## src/rtl/fpnew_aux_fsm_multi.sv

```systemverilog
// fpnew_aux_fsm_multi: handshake and tag/aux carrier for FPNew lanes built
// from iterative FSMs. Operations pass through optional elastic input stages,
// are dispatched round-robin into NumUnits slots, and retire strictly in issue
// order through optional elastic output stages.
module fpnew_aux_fsm_multi #(
  parameter int unsigned  NumUnits   = 2,
  parameter int unsigned  NumInRegs  = 0,
  parameter int unsigned  NumOutRegs = 0,
  parameter type          TagType    = logic,
  parameter type          AuxType    = logic,
  localparam int unsigned RegEnW     = ((NumInRegs + NumOutRegs) > 0) ? (NumInRegs + NumOutRegs) : 1
) (
  input  logic                clk_i,
  input  logic                rst_ni,
  input  TagType              tag_i,
  input  AuxType              aux_i,
  input  logic                in_valid_i,
  output logic                in_ready_o,
  input  logic                flush_i,
  output TagType              tag_o,
  output AuxType              aux_o,
  output logic                out_valid_o,
  input  logic                out_ready_i,
  output logic [RegEnW-1:0]   reg_enable_o,
  output logic [NumUnits-1:0] fsm_start_o,
  input  logic [NumUnits-1:0] fsm_ready_i,
  output logic                busy_o
);

  localparam int unsigned PtrW = (NumUnits > 1) ? $clog2(NumUnits) : 1;

  typedef enum logic [1:0] {S_IDLE, S_BUSY, S_DONE} slot_state_e;

  // Input chain: index 0 is the module input, index NumInRegs the dispatch stage.
  // w_iq[i] is the valid held in input register i; the last entry is a constant 0.
  logic   w_ivld [NumInRegs+1];
  logic   w_iq   [NumInRegs+1];
  logic   w_irdy [NumInRegs+1];
  TagType w_itag [NumInRegs+1];
  AuxType w_iaux [NumInRegs+1];

  // Output chain: index 0 is the retire stage, index NumOutRegs the module output.
  logic   w_ovld [NumOutRegs+1];
  logic   w_oq   [NumOutRegs+1];
  logic   w_ordy [NumOutRegs+1];
  TagType w_otag [NumOutRegs+1];
  AuxType w_oaux [NumOutRegs+1];

  logic [RegEnW-1:0]   w_reg_en;
  slot_state_e         r_state     [NumUnits];
  slot_state_e         w_state_nxt [NumUnits];
  TagType              r_slot_tag  [NumUnits];
  AuxType              r_slot_aux  [NumUnits];
  logic [PtrW-1:0]     r_disp_ptr, r_ret_ptr, w_disp_ptr_nxt, w_ret_ptr_nxt;
  logic [NumUnits-1:0] w_start;
  logic                w_disp_ready, w_dispatch, w_slot_free;
  logic                w_ret_valid, w_retire, w_busy;

  function automatic logic [PtrW-1:0] ptr_inc(input logic [PtrW-1:0] p);
    return (p == PtrW'(NumUnits - 1)) ? '0 : p + 1'b1;
  endfunction

  assign w_ivld[0]         = in_valid_i;
  assign w_itag[0]         = tag_i;
  assign w_iaux[0]         = aux_i;
  assign w_iq[NumInRegs]   = 1'b0;

  for (genvar i = 0; i < NumInRegs; i++) begin : g_in
    logic   r_vld;
    TagType r_tag;
    AuxType r_aux;
    // Input stage valid: flushable control register
    always_ff @(posedge clk_i) begin
      if (!rst_ni)        r_vld <= 1'b0;
      else if (flush_i)   r_vld <= 1'b0;
      else if (w_irdy[i]) r_vld <= w_ivld[i];
    end
    // Input stage data: loads only on the lane register enable
    always_ff @(posedge clk_i) begin
      if (w_irdy[i] && w_ivld[i]) begin
        r_tag <= w_itag[i];
        r_aux <= w_iaux[i];
      end
    end
    assign w_iq[i]     = r_vld;
    assign w_ivld[i+1] = r_vld;
    assign w_itag[i+1] = r_tag;
    assign w_iaux[i+1] = r_aux;
    assign w_reg_en[i] = w_irdy[i] & w_ivld[i];
  end

  assign w_ovld[0]          = w_ret_valid;
  assign w_otag[0]          = r_slot_tag[r_ret_ptr];
  assign w_oaux[0]          = r_slot_aux[r_ret_ptr];
  assign w_oq[NumOutRegs]   = 1'b0;

  for (genvar j = 0; j < NumOutRegs; j++) begin : g_out
    logic   r_vld;
    TagType r_tag;
    AuxType r_aux;
    // Output stage valid: flushable control register
    always_ff @(posedge clk_i) begin
      if (!rst_ni)        r_vld <= 1'b0;
      else if (flush_i)   r_vld <= 1'b0;
      else if (w_ordy[j]) r_vld <= w_ovld[j];
    end
    // Output stage data: loads only on the lane register enable
    always_ff @(posedge clk_i) begin
      if (w_ordy[j] && w_ovld[j]) begin
        r_tag <= w_otag[j];
        r_aux <= w_oaux[j];
      end
    end
    assign w_oq[j]                 = r_vld;
    assign w_ovld[j+1]             = r_vld;
    assign w_otag[j+1]             = r_tag;
    assign w_oaux[j+1]             = r_aux;
    assign w_reg_en[NumInRegs + j] = w_ordy[j] & w_ovld[j];
  end

  if ((NumInRegs + NumOutRegs) == 0) begin : g_no_regs
    assign w_reg_en = '0;
  end

  // Elastic ready chains: a stage accepts when downstream accepts or it is empty
  always_comb begin
    w_irdy[NumInRegs] = w_disp_ready;
    for (int i = int'(NumInRegs) - 1; i >= 0; i--) w_irdy[i] = w_irdy[i+1] | ~w_iq[i];
    w_ordy[NumOutRegs] = out_ready_i;
    for (int j = int'(NumOutRegs) - 1; j >= 0; j--) w_ordy[j] = w_ordy[j+1] | ~w_oq[j];
  end

  // Busy whenever any stage holds data or any slot is occupied
  always_comb begin
    w_busy = 1'b0;
    for (int i = 0; i <= int'(NumInRegs); i++)  w_busy = w_busy | w_iq[i];
    for (int j = 0; j <= int'(NumOutRegs); j++) w_busy = w_busy | w_oq[j];
    for (int k = 0; k < int'(NumUnits); k++)    w_busy = w_busy | (r_state[k] != S_IDLE);
  end

  // Slot next-state: in-order retire, round-robin dispatch with same-cycle reuse, flush last
  always_comb begin
    w_ret_valid    = (r_state[r_ret_ptr] == S_DONE) && !flush_i;
    w_retire       = w_ret_valid && w_ordy[0];
    w_slot_free    = (r_state[r_disp_ptr] == S_IDLE) ||
                     ((r_state[r_disp_ptr] == S_DONE) && w_retire && (r_ret_ptr == r_disp_ptr));
    w_disp_ready   = w_slot_free;
    w_dispatch     = w_ivld[NumInRegs] && w_slot_free && !flush_i;
    w_start        = '0;
    w_disp_ptr_nxt = r_disp_ptr;
    w_ret_ptr_nxt  = r_ret_ptr;
    for (int k = 0; k < int'(NumUnits); k++) begin
      w_state_nxt[k] = r_state[k];
      unique case (r_state[k])
        S_BUSY:  if (fsm_ready_i[k]) w_state_nxt[k] = S_DONE;
        S_DONE:  if (w_retire && (r_ret_ptr == PtrW'(k))) w_state_nxt[k] = S_IDLE;
        default: ;
      endcase
    end
    if (w_retire) w_ret_ptr_nxt = ptr_inc(r_ret_ptr);
    if (w_dispatch) begin
      w_start[r_disp_ptr]     = 1'b1;
      // The lane may finish within the start cycle itself
      w_state_nxt[r_disp_ptr] = fsm_ready_i[r_disp_ptr] ? S_DONE : S_BUSY;
      w_disp_ptr_nxt          = ptr_inc(r_disp_ptr);
    end
    if (flush_i) begin
      for (int k = 0; k < int'(NumUnits); k++) w_state_nxt[k] = S_IDLE;
      w_disp_ptr_nxt = '0;
      w_ret_ptr_nxt  = '0;
    end
  end

  // Slot state, pointers and held tag/aux
  always_ff @(posedge clk_i) begin
    if (!rst_ni) begin
      r_disp_ptr <= '0;
      r_ret_ptr  <= '0;
      for (int k = 0; k < int'(NumUnits); k++) begin
        r_state[k]    <= S_IDLE;
        r_slot_tag[k] <= '0;
        r_slot_aux[k] <= '0;
      end
    end else begin
      r_disp_ptr <= w_disp_ptr_nxt;
      r_ret_ptr  <= w_ret_ptr_nxt;
      for (int k = 0; k < int'(NumUnits); k++) begin
        r_state[k] <= w_state_nxt[k];
        if (w_start[k]) begin
          r_slot_tag[k] <= w_itag[NumInRegs];
          r_slot_aux[k] <= w_iaux[NumInRegs];
        end
      end
    end
  end

  assign in_ready_o   = w_irdy[0];
  assign out_valid_o  = w_ovld[NumOutRegs];
  assign tag_o        = w_otag[NumOutRegs];
  assign aux_o        = w_oaux[NumOutRegs];
  assign reg_enable_o = w_reg_en;
  assign fsm_start_o  = w_start;
  assign busy_o       = w_busy;

endmodule

```

## config.mk

```make
export PLATFORM = sky130hd
export DESIGN_NAME = fpnew_aux_fsm_multi
export DESIGN_NICKNAME = d
export VERILOG_FILES = /design/src/rtl/fpnew_aux_fsm_multi.sv
export SDC_FILE = /design/constraint.sdc
export NUM_CORES = 1
export LEC_CHECK = 0
export BUFFER_PORTS_ARGS = -buffer_cell sky130_fd_sc_hd__buf_2
export CAP_MARGIN = 10
export CORE_MARGIN = 3
export CORE_UTILIZATION = 47
export CTS_CLUSTER_DIAMETER = 200
export DETAILED_ROUTE_END_ITERATION = 12
export PLACE_DENSITY = 0.69
export RECOVER_POWER = 100
export SYNTH_ARGS = -nofsm -noshare
export SYNTH_HDL_FRONTEND = slang
export SYNTH_SLANG_ARGS = --single-unit
```

## constraint.sdc

```tcl
create_clock -name clk_i -period 2 [get_ports clk_i]
set_clock_uncertainty 0.1 [all_clocks]
set_input_delay 0.2 -clock clk_i [delete_from_list [all_inputs] [get_ports clk_i]]
set_output_delay 0.2 -clock clk_i [all_outputs]
set_load 0.02 [all_outputs]
```

==> key figures <==
Worst setup path
  – Critical R2R Launch: r_state[0][0]
  – Crit Reg-Reg Endpoint: r_slot_aux[0]
  – Reg2reg setup slack: -0.07 ns
  – Critical Path, Cell by Cell: o41ai_4, a31oi_4, nor3_2, ha_2, buf_6
  – Crit path DAT: 1.77 ns
  – Crit path max-delay cell type: o41ai_4
  – CP max stage delay: 0.42 ns
  – Crit path launch type: register
  – Max FO, Critical Path: 3
  – Reg2reg path depth: 7
  – WS Path Type: register to output pin
  – CP required: 1.70 ns
  – Setup crit end kind: output pin

Yosys
  – Seq cells post-synth: 12
  – Synth Area in Compound Gates: 15.0%
  – Top area cells in the synthesized netlist: dfxtp_1 19%, ha_1 15%, edfxtp_1 14%
  – Mapped Cells: 86
  – Post-synth top cells: 12 x inv_1, 10 x ha_1, 8 x dfxtp_1
  – Synthesized-area fraction occupied by and/or/nand/nor cells: 18.0%
  – Most common cell in the netlist: inv_1
  – Async S/R FF share, synth: 0%
  – Register area share after synthesis: 33.7%
  – Main combinational cell family by area after synthesis: simple AND/OR/NAND/NOR gates
  – Synth Flop Type: dfxtp_1
  – Synth area leader: dfxtp_1
  – Post-synthesis xor/xnor area fraction: 2.11%
  – Mux cell area share after synthesis: 8.87%
  – Post-Synth Adder-Cell Area: 15.0%
  – Syn avg cell area: 9.67 µm²
  – Syn Nets: 105
  – Yosys warns: 0
  – Netlist cell types: 25
  – Post-synth EDFFs: 4
  – Share of Yosys cell area claimed by the top area cell type: 19.2%
  – Mapped Area: 832 µm²

Placed design
  – Pre-CTS WS: 0.0337 ns
  – Number of port buffers: 15
  – Placed Instance Area: 976 µm²
  – GP Congestion: 0.744
  – Placed Cells: 120
  – DP Wirelength: 1.37 mm

Route
  – Vias per inst: 5.31
  – Via count: 690
  – Pre-Repair DR Iteration Count: 4
  – Number of DRC markers in iteration 0: 14
  – WL per Instance: 14.9 µm
  – Routed WL: 1.94 mm
  – DRC viols: 0
  – Post-DRT Antenna Nets: 0

Power and ir drop
  – Max VDD drop: 0.000350 V
  – Pwr Density: 455 nW/µm²
  – Leakage power: 0.479 nW
  – Total power: 0.513 mW

Global route
  – Total GRT Usage: 17.6%
  – Initial antenna violation count: 0
  – First-pass GRT wire length: 2.73 mm
  – GRT overflow: 0
  – Largest net degree at the start of global routing: 8
  – Vias in the first global route: 591

Min path
  – Hold_sp: fsm_ready_i[1]
  – Worst min path class: input pin to register
  – Hold Path Depth: 3
  – Hold endpoint: r_state[1][1]

Finish
  – Final instance area: 1130 µm²
  – Area grow syn2layout: 35.3%
  – Antenna diodes: 0
  – Final net count: 134
  – Share of cells above drive strength 1: 44.7%
  – Post-Layout Cell Count: 130

Floorplanning
  – Horiz. Die Dim: 48.1 µm
  – Core outline area: 1580 µm²
  – I/O pin cnt: 17
  – FP Rows: 14
  – Chip height: 48.1 µm
  – Starting Density: 52.8%
  – Die ar.: 2310 µm²

Run status
  – Status: complete, but fails checks
  – Failing checks: setup timing

Clock network
  – Root Driver: clkbuf_4
  – Clk slew on worst S/H paths: 0.08 ns
  – TritonCTS Buffers: 3
  – Post-CTS Hold Fix Bufs: 0
  – CTS tree: built
  – Clock Path Buffers: 2
  – Clock Sinks: 12
  – H-tree Lvls: 1
  – Clock Latency Late Sink: 0.27 ns

STA
  – Endpoints failing setup: 8
  – Fin. Hold Viols: 0
  – Min Hold Slack: 0.111 ns
  – Final worst path period share: 104%
  – Max Freq: 482 MHz
  – RSZ-0062 raised after global routing: true
  – Fin crit period: 2.07 ns
  – Final slew viol count: 0
  – PnR worst setup slack: -0.0738 ns

Flow run
  – Max cap viols: 0
-- metal layers --
layer / vias up / part of all wire [%] / routed length [µm] / GRT usage [%]
met5: - / 0 / 0 / 0
met4: 0 / 3.2 / 63 / 6.45
met3: 8 / 4.3 / 84 / 3.38
met2: 26 / 51 / 987 / 28.0
met1: 312 / 42 / 807 / 23.6
li1: 344 / - / - / -
-- where the power goes --
part | total (mW) | switching [mW] | internal, mW
clock | 0.156 | 0.0838 | 0.0722
combinational | 0.0937 | 0.0530 | 0.0407
sequential | 0.263 | 0.00437 | 0.259
-- how the worst max path moves through the flow --
stage | startpoint | to | slack [ns] | cells after the start
global placement | register | r_state[0][1] | 0.06 | 8
finish | r_state[0][0] | fsm_start_o[0] | -0.07 | 5
detailed placement | register | r_state[0][1] | 0.03 | 8
global route | r_state[0][0] | fsm_start_o[0] | -0.16 | 5
floorplan | r_state[0][0] | r_slot_aux[0] | -0.17 | 5
CTS | r_state[0][1] | fsm_start_o[1] | -0.09 | 6
-- cell type report --
type                            instances  area, µm²
Multi-Input combinational cell         60        569
Fill cell                             113        450
Sequential cell                        12        287
Timing Repair Buffer                   25        170
Inverter                               13       53.8
Clock buffer                            3       22.5
Tap cell                               16       20.0
Clock inverter                          1       3.75
-- through the flow --
stage | TNS (ns) | util (%)
6_report | -0.368 | 71.4
5_1_grt | -1.15 | 71.4
4_1_cts | -0.172 | 66.7
3_5_place_dp | 0 | 61.9
3_3_place_gp | 0 | 61.9
2_1_floorplan | -1.13 | -
-- repair_timing --
action                     4_1_cts  5_1_grt
setup buffers                    4        3
gates resized for setup         10       14
setup endpoints to repair        3       14
pin swaps                        6        5
-- layout by cell type (no fill, tap or decap), types with 4 or more instances in the layout --
| master | synthesis | final |
|---|---|---|
| mux2i_1 | 4 | 4 |
| buf_2 | 0 | 13 |
| nand2b_1 | 6 | 4 |
| buf_4 | 1 | 8 |
| nand2_1 | 6 | 5 |
| ha_1 | 10 | 7 |
| nor2_1 | 6 | 4 |
| inv_1 | 12 | 11 |
| edfxtp_1 | 4 | 4 |
| dfxtp_1 | 8 | 5 |
| buf_6 | 0 | 4 |
-- cell families (layout without fill, tap and decap cells) --
kind of cell | count (synthesis) | after routing
and+or+nand+nor | 26 | 26
AOI/OAI and AO/OA | 14 | 14
buffers and inverters | 14 | 42
DFF | 12 | 12
adders and majority gates | 10 | 10
muxes | 7 | 7
xor gates and xnor gates | 2 | 2
other | 1 | 1
-- critical path, delay by kind of cell (launching register included) --
kind,cells,cell delay (ns)
AOI/OAI and AO/OA,2,0.55
DFF,1,0.37
adders and majority gates,1,0.24
and+or+nand+nor,1,0.22
buffers and inverters,1,0.12
No activity file was read; power rests on OpenSTA's default activity.
